## config.mk

```make
export PLATFORM = sky130hd
export DESIGN_NAME = lcd_spi_capture
export DESIGN_NICKNAME = d
export VERILOG_FILES = /design/src/rtl/lcd_spi_capture.sv
export SDC_FILE = /design/constraint.sdc
export NUM_CORES = 1
export LEC_CHECK = 0
export CAP_MARGIN = 10
export CORE_MARGIN = 8
export CORE_UTILIZATION = 45
export CTS_CLUSTER_SIZE = 24
export DETAILED_ROUTE_END_ITERATION = 8
export PLACE_DENSITY_LB_ADDON = 0.1
export SETUP_SLACK_MARGIN = 0.15
export SLEW_MARGIN = 0
export SYNTH_ARGS = -nofsm -noshare
export SYNTH_HDL_FRONTEND = slang
export SYNTH_SLANG_ARGS = --single-unit
export TNS_END_PERCENT = 30
```

## constraint.sdc

```tcl
create_clock -name clk_sys_i -period 5.32 [get_ports clk_sys_i]
set_input_delay 0.532 -clock clk_sys_i [delete_from_list [all_inputs] [get_ports clk_sys_i]]
set_output_delay 0.532 -clock clk_sys_i [all_outputs]
set_load 0.005 [all_outputs]
```

## src/rtl/lcd_spi_capture.sv

```systemverilog
// SPI target for the LCD link: oversamples SCK/COPI/CS/DC, rebuilds bytes,
// tags each with its D/C bit and queues {dc, byte} entries for readout.
module lcd_spi_capture #(
    parameter int FifoDepth  = 8,
    parameter int SyncStages = 2
) (
    input  logic                           clk_sys_i,
    input  logic                           rst_sys_ni,
    input  logic                           spi_sck_i,
    input  logic                           spi_cs_ni,
    input  logic                           spi_copi_i,
    input  logic                           spi_dc_i,
    output logic [8:0]                     rd_data_o,
    output logic                           rd_valid_o,
    input  logic                           rd_ready_i,
    output logic [$clog2(FifoDepth):0]     fifo_level_o,
    output logic                           busy_o,
    output logic                           frame_err_o,
    output logic                           overflow_o,
    input  logic                           clr_overflow_i,
    output logic                           dbg_state_o
);

    localparam int PtrW    = $clog2(FifoDepth);
    localparam int LvlW    = PtrW + 1;
    localparam int SettleW = $clog2(SyncStages + 2);
    localparam logic [SettleW-1:0] SettleMax = SettleW'(SyncStages + 1);

    typedef enum logic {
        IDLE  = 1'b0,
        SHIFT = 1'b1
    } state_t;

    // ------------------------------------------------------------------
    // Input synchronisers; reset values match the idle pin levels.
    // ------------------------------------------------------------------
    logic [SyncStages-1:0] sck_sync;
    logic [SyncStages-1:0] cs_sync;
    logic [SyncStages-1:0] copi_sync;
    logic [SyncStages-1:0] dc_sync;
    logic                  sck_q;
    logic                  cs_q;

    always_ff @(posedge clk_sys_i or negedge rst_sys_ni) begin
        if (!rst_sys_ni) begin
            sck_sync  <= '0;
            cs_sync   <= '1;
            copi_sync <= '0;
            dc_sync   <= '0;
            sck_q     <= 1'b0;
            cs_q      <= 1'b1;
        end else begin
            sck_sync  <= {sck_sync[SyncStages-2:0], spi_sck_i};
            cs_sync   <= {cs_sync[SyncStages-2:0], spi_cs_ni};
            copi_sync <= {copi_sync[SyncStages-2:0], spi_copi_i};
            dc_sync   <= {dc_sync[SyncStages-2:0], spi_dc_i};
            sck_q     <= sck_sync[SyncStages-1];
            cs_q      <= cs_sync[SyncStages-1];
        end
    end

    logic sync_sck;
    logic sync_cs;
    logic sync_copi;
    logic sync_dc;
    logic sck_rise;
    logic cs_fall;
    logic cs_rise;

    assign sync_sck  = sck_sync[SyncStages-1];
    assign sync_cs   = cs_sync[SyncStages-1];
    assign sync_copi = copi_sync[SyncStages-1];
    assign sync_dc   = dc_sync[SyncStages-1];
    assign sck_rise  = sync_sck & ~sck_q;
    assign cs_fall   = ~sync_cs & cs_q;
    assign cs_rise   = sync_cs & ~cs_q;

    // ------------------------------------------------------------------
    // Frame-start arming. The synchroniser resets to CS high, so a pin
    // that is already low at reset release would look like a falling
    // edge. A frame may only start once CS has been seen genuinely high
    // after the chain has flushed its reset values.
    // ------------------------------------------------------------------
    logic [SettleW-1:0] settle_cnt;
    logic               cs_armed;
    logic               settled;

    assign settled = (settle_cnt == SettleMax);

    always_ff @(posedge clk_sys_i or negedge rst_sys_ni) begin
        if (!rst_sys_ni) begin
            settle_cnt <= '0;
            cs_armed   <= 1'b0;
        end else begin
            if (!settled) begin
                settle_cnt <= settle_cnt + SettleW'(1);
            end
            if (!cs_armed && settled && sync_cs && cs_q) begin
                cs_armed <= 1'b1;
            end
        end
    end

    // ------------------------------------------------------------------
    // Byte assembly FSM. Only the low 7 shifted bits are kept: the 8th
    // bit goes straight from the synchroniser into the pushed entry.
    // ------------------------------------------------------------------
    state_t     state_q;
    state_t     state_d;
    logic [2:0] bit_cnt_q;
    logic [2:0] bit_cnt_d;
    logic [6:0] shift_q;
    logic [6:0] shift_d;
    logic       push_req;
    logic [8:0] push_word;
    logic       frame_err_d;

    always_comb begin
        state_d     = state_q;
        bit_cnt_d   = bit_cnt_q;
        shift_d     = shift_q;
        push_req    = 1'b0;
        push_word   = {sync_dc, shift_q, sync_copi};
        frame_err_d = 1'b0;
        case (state_q)
            IDLE: begin
                bit_cnt_d = 3'd0;
                if (cs_fall && cs_armed) begin
                    state_d = SHIFT;
                end
            end
            SHIFT: begin
                // A CS release takes priority over a coincident SCK edge.
                if (cs_rise) begin
                    state_d     = IDLE;
                    bit_cnt_d   = 3'd0;
                    frame_err_d = (bit_cnt_q != 3'd0);
                end else if (sck_rise) begin
                    shift_d   = {shift_q[5:0], sync_copi};
                    bit_cnt_d = bit_cnt_q + 3'd1;
                    push_req  = (bit_cnt_q == 3'd7);
                end
            end
            default: begin
                state_d = IDLE;
            end
        endcase
    end

    logic       push_q;
    logic [8:0] push_data_q;
    logic       frame_err_q;

    always_ff @(posedge clk_sys_i or negedge rst_sys_ni) begin
        if (!rst_sys_ni) begin
            state_q     <= IDLE;
            bit_cnt_q   <= 3'd0;
            shift_q     <= 7'd0;
            push_q      <= 1'b0;
            push_data_q <= 9'd0;
            frame_err_q <= 1'b0;
        end else begin
            state_q     <= state_d;
            bit_cnt_q   <= bit_cnt_d;
            shift_q     <= shift_d;
            push_q      <= push_req;
            push_data_q <= push_word;
            frame_err_q <= frame_err_d;
        end
    end

    assign busy_o      = (state_q == SHIFT);
    assign frame_err_o = frame_err_q;
    assign dbg_state_o = state_q;

    // ------------------------------------------------------------------
    // Readout FIFO. Handshake: rd_valid_o is high whenever an entry is
    // queued and rd_data_o holds the head; the head is consumed on a
    // clock edge where rd_valid_o && rd_ready_i, and rd_ready_i has no
    // effect while rd_valid_o is low.
    // ------------------------------------------------------------------
    logic [8:0]      mem [FifoDepth];
    logic [PtrW:0]   wr_ptr;
    logic [PtrW:0]   rd_ptr;
    logic [LvlW-1:0] level;
    logic            empty;
    logic            full;
    logic            do_pop;
    logic            do_push;
    logic            drop;

    assign level   = wr_ptr - rd_ptr;
    assign empty   = (level == '0);
    assign full    = (level == LvlW'(FifoDepth));
    assign do_pop  = ~empty & rd_ready_i;
    // A full FIFO still accepts a push when the head leaves the same cycle.
    assign do_push = push_q & (~full | do_pop);
    assign drop    = push_q & full & ~do_pop;

    always_ff @(posedge clk_sys_i or negedge rst_sys_ni) begin
        if (!rst_sys_ni) begin
            for (int i = 0; i < FifoDepth; i++) begin
                mem[i] <= 9'd0;
            end
            wr_ptr <= '0;
            rd_ptr <= '0;
        end else begin
            if (do_push) begin
                mem[wr_ptr[PtrW-1:0]] <= push_data_q;
                wr_ptr                <= wr_ptr + 1'b1;
            end
            if (do_pop) begin
                rd_ptr <= rd_ptr + 1'b1;
            end
        end
    end

    always_ff @(posedge clk_sys_i or negedge rst_sys_ni) begin
        if (!rst_sys_ni) begin
            overflow_o <= 1'b0;
        end else if (drop) begin
            overflow_o <= 1'b1;
        end else if (clr_overflow_i) begin
            overflow_o <= 1'b0;
        end
    end

    assign rd_data_o    = mem[rd_ptr[PtrW-1:0]];
    assign rd_valid_o   = ~empty;
    assign fifo_level_o = level;

endmodule

```

==> insert_results.sql <==
INSERT INTO impl_metrics (metric_group, metric, value, unit) VALUES
('status', 'status', 'completed', ''),
('power_and_ir_drop', 'irDropWorstVdd', '0.5798', 'mV'),
('floorplan', 'placement_rows', '38', ''),
('routing', 'detailedRoute.firstIterationViolations', '133', ''),
('logic_synthesis', 'count_of_flip_flops_with_a_built_in_enable_after_synthesis', '0', ''),
('power_and_ir_drop', 'totalPowerFinal', '0.002600', 'W'),
('routing', 'wl_per_cell', '17.84', 'um'),
('setup_path', 'critPathBufInv', '2', ''),
('finish', 'fin_nets', '393', ''),
('place', 'routability_congestion_estimate', '0.7130', ''),
('floorplan', 'chipHeight', '122.1', 'um'),
('job', 'max_cap_violations', '0', ''),
('finish', 'area_delta_synth_final', '19.45', '%'),
('routing', 'routed_via_density', '5.222', ''),
('sta', 'layout_worst_path_cycle_share', '72.54', '%'),
('place', 'port_buffers', '25', ''),
('sta', 'timing_worst_slew_pin_value', '0.9343', 'ns'),
('sta', 'setup_ws', '1.461', 'ns'),
('logic_synthesis', 'synth_seq_area_share', '57.33', '%'),
('sta', 'setup-violations-final', '0', ''),
('logic_synthesis', 'synth.top_cell.area_share', '55.77', '%'),
('global_route', 'grt_first_pass_wirelength', '15850', 'um'),
('logic_synthesis', 'ys_warn_count', '0', ''),
('setup_path', 'timing.critical_path.cells', 'clkinv_1 -> ha_1 -> xor2_1 -> or3_1 -> or3_1 -> clkdlybuf4s50_1', ''),
('logic_synthesis', 'synth_largest_area_cell', 'sky130_fd_sc_hd__dfrtp_1', ''),
('place', 'dpl-instance-area', '5468', 'sq um'),
('clocking', 'cts_setup_buffers', '0', ''),
('finish', 'antenna_cells_inserted', '0', ''),
('setup_path', 'critical_path.most_common_cell', 'sky130_fd_sc_hd__or3_1', ''),
('routing', 'totalWireLength', '9422', 'um'),
('logic_synthesis', 'synth_top_family_by_area', 'multiplexers', ''),
('global_route', 'gr-total-overflow', '0', ''),
('setup_path', 'arrival', '3.33', 'ns'),
('logic_synthesis', 'fraction_of_synthesized_area_in_multiplexers', '26.60', '%'),
('clocking', 'clock-root-buffer', 'sky130_fd_sc_hd__clkbuf_16', ''),
('setup_path', 'setup.worst_path.start_class', 'flip-flop', ''),
('clocking', 'clkSlewWorstSetupHoldPaths', '0.06', 'ns'),
('logic_synthesis', 'post_synth_fa_ha_maj_area_fraction', '2.616', '%'),
('setup_path', 'timing.critical_path.slowest_stage_cell', 'sky130_fd_sc_hd__dfrtp_1', ''),
('power_and_ir_drop', 'power_density', '429.3', 'nW/um^2'),
('logic_synthesis', 'synth_simple_gate_area_share', '7.897', '%'),
('sta', 'setup_skew_after_layout', '0.01016', 'ns'),
('routing', 'number_of_drc_violations_after_detailed_routing', '0', ''),
('finish', 'post_route_cells_drive_above_1_share', '39.43', '%'),
('logic_synthesis', 'synth.avg_cell_area', '15.00', 'sq um'),
('global_route', 'grt_antenna_before_repair', '0', ''),
('place', 'dp_worst_setup_slack', '1.825', 'ns'),
('logic_synthesis', 'synth_top_flop_cell', 'sky130_fd_sc_hd__dfrtp_1', ''),
('logic_synthesis', 'ys_ff_latch', '116', ''),
('place', 'hpwl_after_dpl', '5965', 'um'),
('sta', 'finalSetupTns', '0', 'ns'),
('logic_synthesis', 'mappedNetlistArea', '5070', 'sq um'),
('finish', 'n_fill_cell', '893', ''),
('setup_path', 'worstSetupPathType', 'flip-flop to output pin', ''),
('sta', 'grt_setup_unrepaired', 'no', ''),
('floorplan', 'start_util', '46.36', '%'),
('routing', 'routed_via_count', '2757', ''),
('routing', 'detailedRoute.firstPassIterationCount', '4', ''),
('clocking', 'h-tree-depth', '4', ''),
('routing', 'post_drt_antenna_nets', '0', ''),
('floorplan', 'chipWidth', '122.1', 'um'),
('clocking', 'postCtsHoldBufs', '0', ''),
('finish', 'final_cell_area', '6056', 'sq um'),
('sta', 'slew-limit-headroom', '37.71', '%'),
('finish', 'layout.cells.most_common', 'sky130_fd_sc_hd__dfrtp_1', ''),
('clocking', 'cts_num_sinks', '116', ''),
('logic_synthesis', 'synth-compound-area-share', '2.073', '%'),
('logic_synthesis', 'synth_area_leaders', 'sky130_fd_sc_hd__dfrtp_1, sky130_fd_sc_hd__mux2_2, sky130_fd_sc_hd__mux4_2, sky130_fd_sc_hd__nand2_1, sky130_fd_sc_hd__ha_1', ''),
('global_route', 'grt_pass1_vias', '2976', ''),
('clocking', 'tritoncts.num_buffers', '17', ''),
('logic_synthesis', 'synth.net_count', '356', '');
==> per-layer routing <==
metal | share of wire, % | wire length (um) | track usage [%] | vias to the layer above
li1 | - | - | - | 1292
met1 | 48 | 4511 | 18.32 | 1429
met2 | 49 | 4590 | 22.17 | 31
met3 | 2.9 | 272 | 3.332 | 5
met4 | 0.51 | 48 | 4.113 | 0
met5 | 0 | 0 | 0 | -
==> final timing paths <==
| check | endpoint | slack, ns | cells past startpoint | start |
|---|---|---|---|---|
| worst max-delay path | rd_valid_o | 1.46 | 6 | rd_ptr[2] |
| worst min-delay path | rd_ptr[0] | 0.27 | 1 | rst_sys_ni |
| worst max register to register | mem[43] | 1.95 | 7 | rd_ptr[2] |
| worst min register to register | dc_sync[1] | 0.35 | 0 | dc_sync[0] |
| max in group asynchronous | cs_sync[1] | 3.99 | 2 | rst_sys_ni |
| min in group clk_sys_i | dc_sync[1] | 0.35 | 0 | dc_sync[0] |
==> through the flow <==
step,utilization (%),hold slack (ns),std cells
5_1_grt,55.38,0.3438,528
4_1_cts,55.38,0.3081,528
6_report,55.38,0.2650,528
3_5_place_dp,50.00,0.3347,496
2_1_floorplan,-,0.2364,338
3_3_place_gp,50.00,0.3332,496
==> registers in the layout, indices dropped and copies added, names as in the netlist, 3 cells and up <==
signal and cells:
bit_cnt_q 3, mem 72, wr_ptr 4, shift_q 7
push_data_q 9, rd_ptr 4
==> report_power, final <==
part | switching [W] | leakage, nW | internal, W
Clock | 0.000395 | 0.278 | 0.000714
Sequential | 0.0000928 | 1.54 | 0.000950
Combinational | 0.000239 | 0.995 | 0.000210
==> logic make-up after synthesis <==
family,count (synthesis)
AOI/OAI and AO/OA,15
xor gates and xnor gates,10
adders and majority gates,10
buffers and inverters,21
DFF,116
muxes,102
and+or+nand+nor,64
==> layout make-up <==
class / count / area, sq um / area share, %
clock buffers: 20 / 456.7 / 7.541
clock inverters: 12 / 131.4 / 2.169
inverters: 11 / 41.29 / 0.6818
multi-input cells: 201 / 2074 / 34.26
flip-flops and latches: 116 / 2907 / 48.00
well taps: 140 / 175.2 / 2.893
repair buffers: 28 / 270.3 / 4.463
==> worst reg2reg max path: stages (launching register included) <==
cell and delay [ns]:
sky130_fd_sc_hd__dfrtp_1 0.67, sky130_fd_sc_hd__clkinv_1 0.47, sky130_fd_sc_hd__ha_1 0.46, sky130_fd_sc_hd__a21oi_1 0.25, sky130_fd_sc_hd__a21oi_1 0.20, sky130_fd_sc_hd__o21a_4 0.31
sky130_fd_sc_hd__nor3_4 0.49, sky130_fd_sc_hd__mux2_2 0.41
==> cells in the mapped netlist (3+ instances only) <==
library cell / count
sky130_fd_sc_hd__ha_1: 9
sky130_fd_sc_hd__nand3_1: 3
sky130_fd_sc_hd__mux4_2: 18
sky130_fd_sc_hd__nand4_1: 3
sky130_fd_sc_hd__o21ai_0: 4
sky130_fd_sc_hd__a21oi_1: 5
sky130_fd_sc_hd__inv_1: 10
sky130_fd_sc_hd__nor2_1: 5
sky130_fd_sc_hd__nor2_4: 3
sky130_fd_sc_hd__clkbuf_1: 6
sky130_fd_sc_hd__xnor2_1: 8
sky130_fd_sc_hd__nor3_1: 3
sky130_fd_sc_hd__dfstp_2: 3
sky130_fd_sc_hd__mux2_2: 82
sky130_fd_sc_hd__nand2_1: 31
sky130_fd_sc_hd__dfrtp_1: 113
No activity file was read; power rests on OpenSTA's default activity.
